$ cat config.mk
export PLATFORM = sky130hd
export DESIGN_NAME = usb_tx_encoder
export DESIGN_NICKNAME = d
export VERILOG_FILES = /design/src/rtl/usb_tx_encoder.sv
export SDC_FILE = /design/constraint.sdc
export NUM_CORES = 1
export LEC_CHECK = 0
export CAP_MARGIN = 10
export CORE_ASPECT_RATIO = 0.75
export CORE_MARGIN = 2
export CORE_UTILIZATION = 37
export CTS_CLUSTER_SIZE = 30
export DETAILED_ROUTE_END_ITERATION = 8
export HOLD_SLACK_MARGIN = 0.12
export PLACE_DENSITY = 0.67
export SLEW_MARGIN = 20
export SYNTH_ARGS = -nofsm -noshare
export SYNTH_HDL_FRONTEND = slang
export SYNTH_SLANG_ARGS = --single-unit
$ cat constraint.sdc
create_clock -name clk -period 2 [get_ports clk]
set_clock_uncertainty 0.1 [all_clocks]
set_input_delay 0.2 -clock clk [delete_from_list [all_inputs] [get_ports clk]]
set_output_delay 0.2 -clock clk [all_outputs]
set_load 0.005 [all_outputs]
$ cat src/rtl/usb_tx_encoder.sv
// usb_tx_encoder: full-speed USB serial transmitter driving D+/D- directly.
// Sends SYNC, then NRZI-encoded, bit-stuffed packet bytes (LSB first), then EOP, then idles at J.
module usb_tx_encoder #(
    parameter int CLKS_PER_BIT = 8
) (
    input  logic       clk,
    input  logic       n_rst,
    input  logic       tx_start,
    input  logic [7:0] tx_data,
    input  logic       tx_valid,
    input  logic       tx_last,
    output logic       tx_ready,
    output logic       d_plus,
    output logic       d_minus,
    output logic       tx_busy,
    output logic       tx_done,
    output logic       tx_error
);

    localparam int TW = (CLKS_PER_BIT > 1) ? $clog2(CLKS_PER_BIT) : 1;
    localparam logic [TW-1:0] T_LAST = TW'(CLKS_PER_BIT - 1);
    localparam logic [TW-1:0] T_PRE  = TW'(CLKS_PER_BIT - 2);

    typedef enum logic [2:0] {
        S_IDLE,
        S_SYNC,
        S_DATA,
        S_EOP_SE0,
        S_EOP_J
    } state_e;

    state_e          state_q, state_d;
    logic [TW-1:0]   timer_q, timer_d;
    logic [3:0]      bit_cnt_q, bit_cnt_d;
    logic [2:0]      ones_q, ones_d;
    logic [7:0]      shreg_q, shreg_d;
    logic            last_q, last_d;
    logic            eop_q, eop_d;
    logic            dp_q, dp_d;
    logic            dm_q, dm_d;
    logic            busy_q, busy_d;
    logic            ready_q, ready_d;
    logic            error_q, error_d;
    logic            done_q, done_d;

    logic at_pre, at_wrap, byte_done;
    logic send_en, send_bit, load_en, to_eop;

    // Pulses are registered one cycle early so they sit on the final cycle of a bit period.
    assign at_pre    = (timer_q == T_PRE);
    assign at_wrap   = (timer_q == T_LAST);
    assign byte_done = (bit_cnt_q == 4'd8) && (ones_q != 3'd6);

    // NOTE: every variable gets a default before the case so no path leaves it unassigned (no latches).
    always_comb begin
        state_d   = state_q;
        timer_d   = '0;
        bit_cnt_d = bit_cnt_q;
        ones_d    = ones_q;
        shreg_d   = shreg_q;
        last_d    = last_q;
        eop_d     = eop_q;
        dp_d      = dp_q;
        dm_d      = dm_q;
        busy_d    = busy_q;
        ready_d   = 1'b0;
        error_d   = 1'b0;
        done_d    = 1'b0;
        send_en   = 1'b0;
        send_bit  = 1'b0;
        load_en   = 1'b0;
        to_eop    = 1'b0;

        if (state_q != S_IDLE && !at_wrap) timer_d = timer_q + TW'(1);

        case (state_q)
            S_IDLE: begin
                if (tx_start) begin
                    state_d   = S_SYNC;
                    bit_cnt_d = 4'd0;
                    busy_d    = 1'b1;
                    eop_d     = 1'b0;
                    send_en   = 1'b1;
                end
            end
            S_SYNC: begin
                if (at_pre && bit_cnt_q == 4'd7) load_en = 1'b1;
                if (at_wrap) begin
                    if (bit_cnt_q != 4'd7) begin
                        bit_cnt_d = bit_cnt_q + 4'd1;
                        send_en   = 1'b1;
                        send_bit  = (bit_cnt_q == 4'd6);
                    end else if (eop_q) begin
                        to_eop = 1'b1;
                    end else begin
                        state_d   = S_DATA;
                        bit_cnt_d = 4'd1;
                        send_en   = 1'b1;
                        send_bit  = shreg_q[0];
                    end
                end
            end
            S_DATA: begin
                if (at_pre && byte_done) begin
                    if (last_q) eop_d   = 1'b1;
                    else        load_en = 1'b1;
                end
                if (at_wrap) begin
                    if (ones_q == 3'd6) begin
                        // Stuffed zero: forces a transition, consumes no data bit.
                        send_en  = 1'b1;
                        send_bit = 1'b0;
                    end else if (bit_cnt_q != 4'd8) begin
                        bit_cnt_d = bit_cnt_q + 4'd1;
                        send_en   = 1'b1;
                        send_bit  = shreg_q[bit_cnt_q[2:0]];
                    end else if (eop_q) begin
                        to_eop = 1'b1;
                    end else begin
                        bit_cnt_d = 4'd1;
                        send_en   = 1'b1;
                        send_bit  = shreg_q[0];
                    end
                end
            end
            S_EOP_SE0: begin
                if (at_wrap) begin
                    if (bit_cnt_q == 4'd1) begin
                        state_d   = S_EOP_J;
                        bit_cnt_d = 4'd0;
                        dp_d      = 1'b1;
                        dm_d      = 1'b0;
                    end else begin
                        bit_cnt_d = bit_cnt_q + 4'd1;
                    end
                end
            end
            S_EOP_J: begin
                if (at_pre) begin
                    done_d = 1'b1;
                    busy_d = 1'b0;
                end
                if (at_wrap) begin
                    state_d   = S_IDLE;
                    bit_cnt_d = 4'd0;
                    ones_d    = 3'd0;
                end
            end
            default: state_d = S_IDLE;
        endcase

        if (load_en) begin
            if (tx_valid) begin
                shreg_d = tx_data;
                last_d  = tx_last;
                ready_d = 1'b1;
            end else begin
                error_d = 1'b1;
                eop_d   = 1'b1;
            end
        end

        // NRZI: a 0 toggles J<->K, a 1 holds the line.
        if (send_en) begin
            if (!send_bit) begin
                dp_d = ~dp_q;
                dm_d = ~dm_q;
            end
            ones_d = send_bit ? ones_q + 3'd1 : 3'd0;
        end

        if (to_eop) begin
            state_d   = S_EOP_SE0;
            bit_cnt_d = 4'd0;
            eop_d     = 1'b0;
            dp_d      = 1'b0;
            dm_d      = 1'b0;
        end
    end

    // NOTE: state registers use non-blocking assignments so all flops update together at the edge.
    always_ff @(posedge clk or negedge n_rst) begin
        if (!n_rst) begin
            state_q   <= S_IDLE;
            timer_q   <= '0;
            bit_cnt_q <= 4'd0;
            ones_q    <= 3'd0;
            shreg_q   <= 8'h00;
            last_q    <= 1'b0;
            eop_q     <= 1'b0;
            dp_q      <= 1'b1;
            dm_q      <= 1'b0;
            busy_q    <= 1'b0;
            ready_q   <= 1'b0;
            error_q   <= 1'b0;
            done_q    <= 1'b0;
        end else begin
            state_q   <= state_d;
            timer_q   <= timer_d;
            bit_cnt_q <= bit_cnt_d;
            ones_q    <= ones_d;
            shreg_q   <= shreg_d;
            last_q    <= last_d;
            eop_q     <= eop_d;
            dp_q      <= dp_d;
            dm_q      <= dm_d;
            busy_q    <= busy_d;
            ready_q   <= ready_d;
            error_q   <= error_d;
            done_q    <= done_d;
        end
    end

    assign d_plus   = dp_q;
    assign d_minus  = dm_q;
    assign tx_busy  = busy_q;
    assign tx_ready = ready_q;
    assign tx_done  = done_q;
    assign tx_error = error_q;

endmodule

After elaboration in Yosys (flattened, before gate mapping) --
Index checks and enable logic that the tools add are counted.
Cells by class: $add $sub $neg 3, magnitude comparators 1, eq/ne operators 26, multiplexer cells 81, bitwise gates (word level) 2, reductions and logical operators 16
Operators by type and width (count):
- 2-to-1 mux 1 bit | 49
- 2-to-1 mux 4 bit | 11
- 2-to-1 mux 3 bit | 12
- != test 3 bit, second input constant | 10
- one-hot mux 4 bit (5 select lines) | 1
- one-hot mux 3 bit (5 select lines) | 1
- == test 3 bit, second input constant | 4
- one-hot mux 1 bit (2 select lines) | 5
- == test 4 x 3 -> 1 bit, second input constant | 2
- AND reduction 8 bit | 1
- AND reduction 7 bit | 1
- adder 3 x 1 -> 3 bit, second input constant | 2
- == test 3 x 2 -> 1 bit, second input constant | 2
- != test 2 bit, second input constant | 3
- nonzero test 2 bit | 3
- nonzero test 6 bit | 1
- adder 4 x 1 -> 4 bit, second input constant | 1
- == test 4 x 1 -> 1 bit, second input constant | 1
- == test 4 bit, second input constant | 1
- logical AND 1 bit | 4
- less-than comparator 3 x 4 -> 1 bit, second input constant | 1
- != test 4 x 3 -> 1 bit, second input constant | 1
- != test 4 bit, second input constant | 1
- AND reduction 2 bit | 2
- 8 further kinds | 9
Word-level totals: register bits after elaboration 29, input port bits 13, output and inout port bits 6, logic and storage cells 142

Logic depth before layout (Yosys ltp) --
Gate-level depths: netlist of run 1.
word-level depth 9, gate-level depth with buffers 9, depth with buffers taken out 8

Worst setup path after synthesis of run 1 --
No wires, ideal clock.
path type flip-flop to flip-flop, start point register bit_cnt_q[0], end point register bit_cnt_q[2], setup time 0.077 ns, arrival 1.803 ns, slack 0.020 ns, cell stages (with the launch flop) 10, cell sequence dfrtp_1 buf_6 inv_1 ha_1 and3b_1 and3_2 o211a_1 nor3_2 o211ai_1 a21oi_1
On the way: longest elaborated chain between the ends 7
Ends and longest elaborated chain:
- from (decl) | RTL line 34 | logic [3:0] bit_cnt_q, bit_cnt_d;
- from (signal assigned) | RTL line 200 | bit_cnt_q <= bit_cnt_d;
- != test 4 bit | RTL line 113 | end else if (bit_cnt_q != 4'd8) begin
- 2-to-1 mux 1 bit | RTL line 113
- 2-to-1 mux 1 bit | RTL line 109 | if (ones_q == 3'd6) begin
- 2-to-1 mux 1 bit | RTL line 108 | if (at_wrap) begin
- one-hot mux 1 bit (2 select lines) | RTL line 76 | case (state_q)
- nonzero test 6 bit (no line) / != test 3 bit (equally long branches)
- AND reduction 7 bit (no line)
Parallel ways exist; a longest one is shown, timed or not. The select of a mux whose other input is x is not followed. A chain may end at the register's enable or synchronous reset.

Worst setup path after layout of run 1 --
start point register bit_cnt_q[1], end point register bit_cnt_q[3]
Same word-level chain as after synthesis.

==> impl_metrics.sql, run 1 <==
INSERT INTO impl_metrics (metric_group, metric, value, unit) VALUES
('run_status', 'result_of_the_run', 'finished, violations left', ''),
('run_status', 'violations', 'setup timing', ''),
('min_path', 'hp-class', 'in2async', ''),
('sta', 'number_of_hold_slack_violations_in_the_final_timing_report', '0', ''),
('cts', 'cts_inserted_buffers', '5', ''),
('global_route', 'grtUsageTotal', '16.9', '%'),
('sta', 'finalWorstSetupSlack', '-0.00977', 'ns'),
('global_route', 'busiest_layer', 'met1', ''),
('sta', 'slew_headroom', '70.6', '%'),
('cts', 'clock_sink_count', '29', ''),
('routing', 'pre_antenna_drt_iters', '4', ''),
('finish', 'nets', '256', ''),
('finish', 'final-instance-count-excl-fill', '294', ''),
('finish', 'drive_above_1_share', '37.6', '%'),
('yosys', 'avgSynthCellArea', '10.2', 'um^2'),
('global_route', 'global_route_wire_length_before_repair', '7220', 'um'),
('cts', 'clock_tree.root_cell', 'clkbuf_8', ''),
('routing', 'drt_first_iter_violations', '60', ''),
('cts', 'htreeDepth', '2', ''),
('flow_run', 'max_cap_viol_count', '0', ''),
('worst_setup_path', 'crit_required', '2.11', 'ns'),
('place', 'gp_routability_congestion', '0.902', ''),
('worst_setup_path', 'reg2reg_from', 'bit_cnt_q[1]', ''),
('worst_setup_path', 'timing.critical_path.buf_inv', '2', ''),
('worst_setup_path', 'timing.critical_path.slowest_cell_delay', '0.38', 'ns'),
('worst_setup_path', 'crit_slowest_cell', 'dfrtp_1', ''),
('routing', 'post_drt_via_cell_ratio', '5.32', ''),
('yosys', 'ys_warn_count', '0', ''),
('finish', 'area.growth.synth_to_final', '42.1', '%'),
('place', 'numPlacedInstances', '276', ''),
('cts', 'insertion_delay', '0.28', 'ns'),
('global_route', 'number_of_antenna_violations_at_the_first_check_in_global_routing', '0', ''),
('worst_setup_path', 'critical_path_depth_in_cells', '8', ''),
('sta', 'timing_max_transition_violations_final', '0', ''),
('floorplan', 'die_area', '5510', 'um^2'),
('floorplan', 'core_area', '4820', 'um^2'),
('worst_setup_path', 'rr_worst_depth', '8', ''),
('floorplan', 'io_pins', '19', ''),
('routing', 'via_total_after_detailed_routing', '1564', ''),
('worst_setup_path', 'cp_data_arrival_time', '2.12', 'ns'),
('yosys', 'synth_seq_cells', '29', ''),
('finish', 'insertedDiodeCount', '0', ''),
('floorplan', 'start_util', '37.8', '%'),
('yosys', 'mappedNetlistArea', '1820', 'um^2'),
('worst_setup_path', 'path_cells', 'inv_2 > buf_4 > ha_1 > nor3b_4 > nand3b_1 > and3_4 > o31ai_1 > a32o_1', ''),
('worst_setup_path', 'startpoint_type', 'register', ''),
('worst_setup_path', 'crit_path_leading_delay_family', 'simple AND/OR/NAND/NOR gates', ''),
('global_route', 'gr-usage-met1', '25.1', '%'),
('sta', 'period_share', '100', '%'),
('yosys', 'synth_edf_count', '0', ''),
('routing', 'wire_per_inst', '15.5', 'um'),
('place', 'detailed_place_hpwl', '3040', 'um'),
('place', 'post-place-ws', '-0.103', 'ns'),
('yosys', 'syn-num-nets', '200', ''),
('sta', 'rsz0062_at_grt', 'true', ''),
('yosys', 'seq_area_frac_synth', '39.9', '%'),
('sta', 'final_hold_slack', '0.213', 'ns'),
('cts', 'clkTransAtPathRegs', '0.07', 'ns'),
('cts', 'cts_tree', 'done', ''),
('power_and_ir_drop', 'max-vdd-ir-drop', '0.000322', 'V'),
('global_route', 'grt_max_degree', '30', ''),
('place', 'buffer_ports.inserted', '18', ''),
('sta', 'finalWorstPathRequiredPeriod', '2.01', 'ns'),
('sta', 'setup_viol_count_final', '1', ''),
('worst_setup_path', 'crit_type', 'reg2reg', ''),
('power_and_ir_drop', 'design_power_total', '1210', 'uW'),
('finish', 'layout_common_cells', 'buf_4 (36), dfrtp_1 (27), clkdlybuf4s50_1 (18)', ''),
('yosys', 'ys_async_sr_fraction', '100', '%'),
('power_and_ir_drop', 'power.static_leakage', '0.00122', 'uW'),
('global_route', 'global_route_met2_utilization', '23.6', '%'),
('floorplan', 'floorplan.die.width', '85.1', 'um');
final timing paths:
path,endpoint,slack (ns)
max in group asynchronous,d_plus,1.27
hold reg to reg,timer_q[0],0.37
hold / removal,d_minus,0.21
setup reg to reg,bit_cnt_q[3],-0.01
min in group clk,timer_q[0],0.37
setup / recovery,bit_cnt_q[3],-0.01
area by class of cell:
class | count | area (um^2)
fillers | 417 | 2230
clock inverters | 2 | 35.0
clock buffers | 5 | 68.8
multi-input cells | 133 | 1150
repair buffers | 58 | 504
inverters | 7 | 26.3
well taps | 60 | 75.1
flip-flops and latches | 29 | 728
worst register-to-register path: stages, from the launching register on:
cell and delay (ns):
dfrtp_1 0.38, inv_2 0.07, buf_4 0.13, ha_1 0.18, nor3b_4 0.15, nand3b_1 0.21, and3_4 0.22, o31ai_1 0.29
a32o_1 0.22
metal layers:
layer	up-vias	routed length (um)
li1	765	-
met1	751	2260
met2	41	2070
met3	7	174
met4	0	57
met5	-	0
cells in the mapped netlist, drive strengths merged, types with 4 or more instances:
| cell | n | area, um^2 |
|---|---|---|
| nand2 | 16 | 60.1 |
| nor3 | 4 | 25.0 |
| ha | 9 | 113 |
| nor3b | 5 | 53.8 |
| mux2 | 10 | 113 |
| inv | 7 | 26.3 |
| nand3b | 5 | 37.5 |
| nor2b | 4 | 25.0 |
| o21ai | 7 | 35.0 |
| a31oi | 4 | 25.0 |
| dfrtp | 28 | 701 |
| a21oi | 13 | 65.1 |
| buf | 6 | 42.5 |
| nand2b | 4 | 27.5 |
| nor2 | 10 | 45.0 |
flip-flops by register name (all words and copies together), names as in the netlist:
name and count:
d_plus 1, tx_ready 1, state_q 3, shreg_q 8, ones_q 3, eop_q 1, tx_busy 1, timer_q 3
tx_error 1, bit_cnt_q 4, tx_done 1, last_q 1, d_minus 1
through the flow:
step	instance area, um^2	util, %	TNS, ns
2_1_floorplan	1820	-	0
3_5_place_dp	2220	46.1	-0.346
6_report	2590	53.8	-0.00977
3_3_place_gp	2220	46.1	-0.133
5_1_grt	2590	53.8	-0.661
4_1_cts	2350	48.8	0
repair_timing:
action,in CTS,in global routing
endpoints found under the setup margin,11,21
gates resized for setup,4,35
pin swaps,3,9
buffers inserted,1,10
cell families after synthesis:
| logic type | after synthesis | share of synthesized area, % |
|---|---|---|
| flops | 29 | 39.9 |
| xor+xnor | 1 | 0.481 |
| mux | 14 | 9.06 |
| simple gates | 62 | 20.9 |
| fa+ha+maj | 9 | 6.18 |
| buf+inv | 16 | 5.49 |
| compound gates | 47 | 18.0 |
power breakdown:
group,internal [uW],switching (uW),total (uW)
Sequential,587,0,587
Clock,361,228,590
Combinational,22.1,16.1,38.2
(Power assumes the default switching activity.)
==> inputs of run 2 (changes only) <==
clock period = 1.7 ns   (was 2 ns; I/O delays follow)
==> impl_metrics.sql, run 2 (synthesized netlist as in run 1, its figures left out) <==
INSERT INTO impl_metrics (metric_group, metric, value, unit) VALUES
('sta', 'period_share', '116', '%'),
('power_and_ir_drop', 'seq_power_share', '48.4', '%'),
('power_and_ir_drop', 'pwr-share-comb', '3.3', '%'),
('finish', 'largest_register_ffs', '8', ''),
('power_and_ir_drop', 'pwrdens', '530', 'nW/um^2'),
('worst_setup_path', 'rr_worst_depth', '7', ''),
('cts', 'insertion_delay', '0.28', 'ns'),
('place', 'detailed_place_hpwl', '3260', 'um'),
('global_route', 'global_route_wire_length_before_repair', '7950', 'um'),
('run_status', 'violations', 'setup timing', ''),
('power_and_ir_drop', 'power.static_leakage', '0.00132', 'uW'),
('worst_setup_path', 'path_cells', 'inv_4 > ha_4 > and3b_2 > nand3_2 > o22ai_4 > nand4_4 > mux2_4', ''),
('finish', 'layout_common_cells', 'buf_4 (56), dfrtp_1 (25), clkdlybuf4s50_1 (18)', ''),
('global_route', 'number_of_global_route_vias_before_repair', '1627', ''),
('cts', 'clock_sink_count', '29', ''),
('floorplan', 'core_area', '4820', 'um^2'),
('worst_setup_path', 'cp_data_arrival_time', '2.03', 'ns'),
('sta', 'rsz0062_at_grt', 'true', ''),
('worst_setup_path', 'rr_endpoint', 'shreg_q[3]', ''),
('power_and_ir_drop', 'p_clk_share', '48.4', '%'),
('worst_setup_path', 'reg2reg_from', 'bit_cnt_q[0]', ''),
('sta', 'slew_headroom', '70.9', '%'),
('worst_setup_path', 'worst-r2r-setup-slack', '-0.27', 'ns'),
('cts', 'clock_tree.root_cell', 'clkbuf_8', ''),
('cts', 'htreeDepth', '2', ''),
('place', 'buffer_ports.inserted', '18', ''),
('place', 'post-place-ws', '-0.328', 'ns'),
('cts', 'cts_tree', 'done', ''),
('run_status', 'result_of_the_run', 'finished, violations left', ''),
('global_route', 'grtUsageTotal', '18.7', '%'),
('routing', 'drtAntennaViolNets', '0', ''),
('routing', 'pre_antenna_drt_iters', '4', ''),
('global_route', 'number_of_antenna_violations_at_the_first_check_in_global_routing', '0', ''),
('floorplan', 'io_pins', '19', ''),
('worst_setup_path', 'crit_path_end_kind', 'register', ''),
('worst_setup_path', 'crit_slowest_cell', 'dfrtp_2', ''),
('sta', 'timing_max_transition_violations_final', '0', ''),
('power_and_ir_drop', 'max-vdd-ir-drop', '0.000339', 'V'),
('finish', 'drive_above_1_share', '45.4', '%'),
('floorplan', 'die_area', '5510', 'um^2'),
('power_and_ir_drop', 'power.net_switching', '286', 'uW'),
('finish', 'layout.cells.most_common', 'buf_4', ''),
('routing', 'wire_per_inst', '14.7', 'um'),
('power_and_ir_drop', 'design_power_total', '1430', 'uW'),
('worst_setup_path', 'startpoint_type', 'register', ''),
('flow_run', 'max_cap_viol_count', '0', ''),
('finish', 'insertedDiodeCount', '0', ''),
('sta', 'setup_viol_count_final', '22', ''),
('finish', 'most_flops_register', 'shreg_q', ''),
('floorplan', 'floorplan.die.width', '85.1', 'um'),
('cts', 'cts-root-to-sink-buffers', '2', ''),
('finish', 'area.growth.synth_to_final', '47.7', '%'),
('finish', 'nets', '273', ''),
('sta', 'final_hold_slack', '0.176', 'ns'),
('routing', 'post-route-drc-count', '0', ''),
('global_route', 'overflow', '0', ''),
('floorplan', 'die_height', '64.8', 'um'),
('routing', 'finalWirelength', '4580', 'um'),
('power_and_ir_drop', 'internal_power', '1140', 'uW'),
('worst_setup_path', 'critical_path.max_fanout', '6', ''),
('place', 'gp_routability_congestion', '0.871', ''),
('worst_setup_path', 'crit_type', 'reg2reg', ''),
('cts', 'clkTransAtPathRegs', '0.07', 'ns'),
('worst_setup_path', 'crit_required', '1.77', 'ns'),
('routing', 'via_total_after_detailed_routing', '1645', ''),
('cts', 'cts_hold_repair.buffers', '0', ''),
('global_route', 'grt_max_degree', '30', ''),
('routing', 'drt_first_iter_violations', '156', ''),
('sta', 'setup_total_negative_slack', '-4.53', 'ns'),
('min_path', 'hp-class', 'in2async', ''),
('finish', 'reg.largest.list', 'shreg_q x8, bit_cnt_q x4', ''),
('sta', 'max_freq', '508', 'MHz'),
('floorplan', 'cell_rows', '22', ''),
('cts', 'cts_inserted_buffers', '5', ''),
('worst_setup_path', 'timing.critical_path.slowest_cell_delay', '0.47', 'ns'),
('routing', 'post_drt_via_cell_ratio', '5.29', ''),
('sta', 'finalWorstSetupSlack', '-0.269', 'ns'),
('sta', 'max_slew.worst_pin.slew', '0.436', 'ns'),
('sta', 'number_of_hold_slack_violations_in_the_final_timing_report', '0', ''),
('floorplan', 'start_util', '37.8', '%'),
('power_and_ir_drop', 'swShare', '20.0', '%'),
('sta', 'finalWorstPathRequiredPeriod', '1.97', 'ns');
run 2: cell type report:
| class | count | area [um^2] |
|---|---|---|
| Clock buffer | 5 | 68.8 |
| Clock inverter | 2 | 35.0 |
| Fill cell | 423 | 2120 |
| Inverter | 7 | 28.8 |
| Multi-Input combinational cell | 134 | 1150 |
| Sequential cell | 29 | 731 |
| Tap cell | 60 | 75.1 |
| Timing Repair Buffer | 74 | 601 |
run 2: power groups by stage:
stage	clock network, uW	logic [uW]	registers [uW]
floorplan	0	1.28	703
global placement	0	46.2	703
detailed placement	0	47.1	703
CTS	706	47.9	690
global route	747	52.0	689
finish	691	46.5	690
run 2: stage by stage:
step | std cells | utilization, % | area (um^2)
6_report | 311 | 55.9 | 2690
5_1_grt | 311 | 55.9 | 2690
4_1_cts | 308 | 54.7 | 2640
3_5_place_dp | 297 | 50.4 | 2430
3_3_place_gp | 297 | 50.4 | 2430
2_1_floorplan | 178 | - | 1880
run 2: timing repair:
item / 4_1_cts / 5_1_grt
setup endpoints to repair: 23 / 23
buffers inserted: 3 / 3
resized for setup: 17 / 9
gates cloned: 1 / 0
pin swaps: 7 / 3
run 2: routing by layer:
| layer | share of wire [%] | wire (um) | GRT usage (%) | up-vias |
|---|---|---|---|---|
| met5 | 0 | 0 | 0 | - |
| met1 | 50 | 2310 | 26.5 | 798 |
| met2 | 45 | 2060 | 28.5 | 31 |
| met3 | 3.8 | 173 | 4.46 | 5 |
| li1 | - | - | - | 811 |
| met4 | 0.81 | 37 | 5.36 | 0 |
run 2: how the worst max path moves through the flow:
stage	from	slack [ns]	end
2_1_floorplan	bit_cnt_q[0]	-0.18	last_q
3_3_place_gp	bit_cnt_q[1]	-0.32	d_plus
3_5_place_dp	bit_cnt_q[1]	-0.33	d_minus
4_1_cts	bit_cnt_q[1]	-0.24	shreg_q[3]
5_1_grt	bit_cnt_q[0]	-0.37	d_plus
6_report	bit_cnt_q[0]	-0.27	shreg_q[3]
run 2: worst max-delay path: cells and delay by family (launching register included):
kind | cells | cell delay (ns)
AOI/OAI and AO/OA | 1 | 0.21
buffers and inverters | 1 | 0.09
DFF | 1 | 0.47
adders and majority gates | 1 | 0.12
and+or+nand+nor | 3 | 0.50
muxes | 1 | 0.34
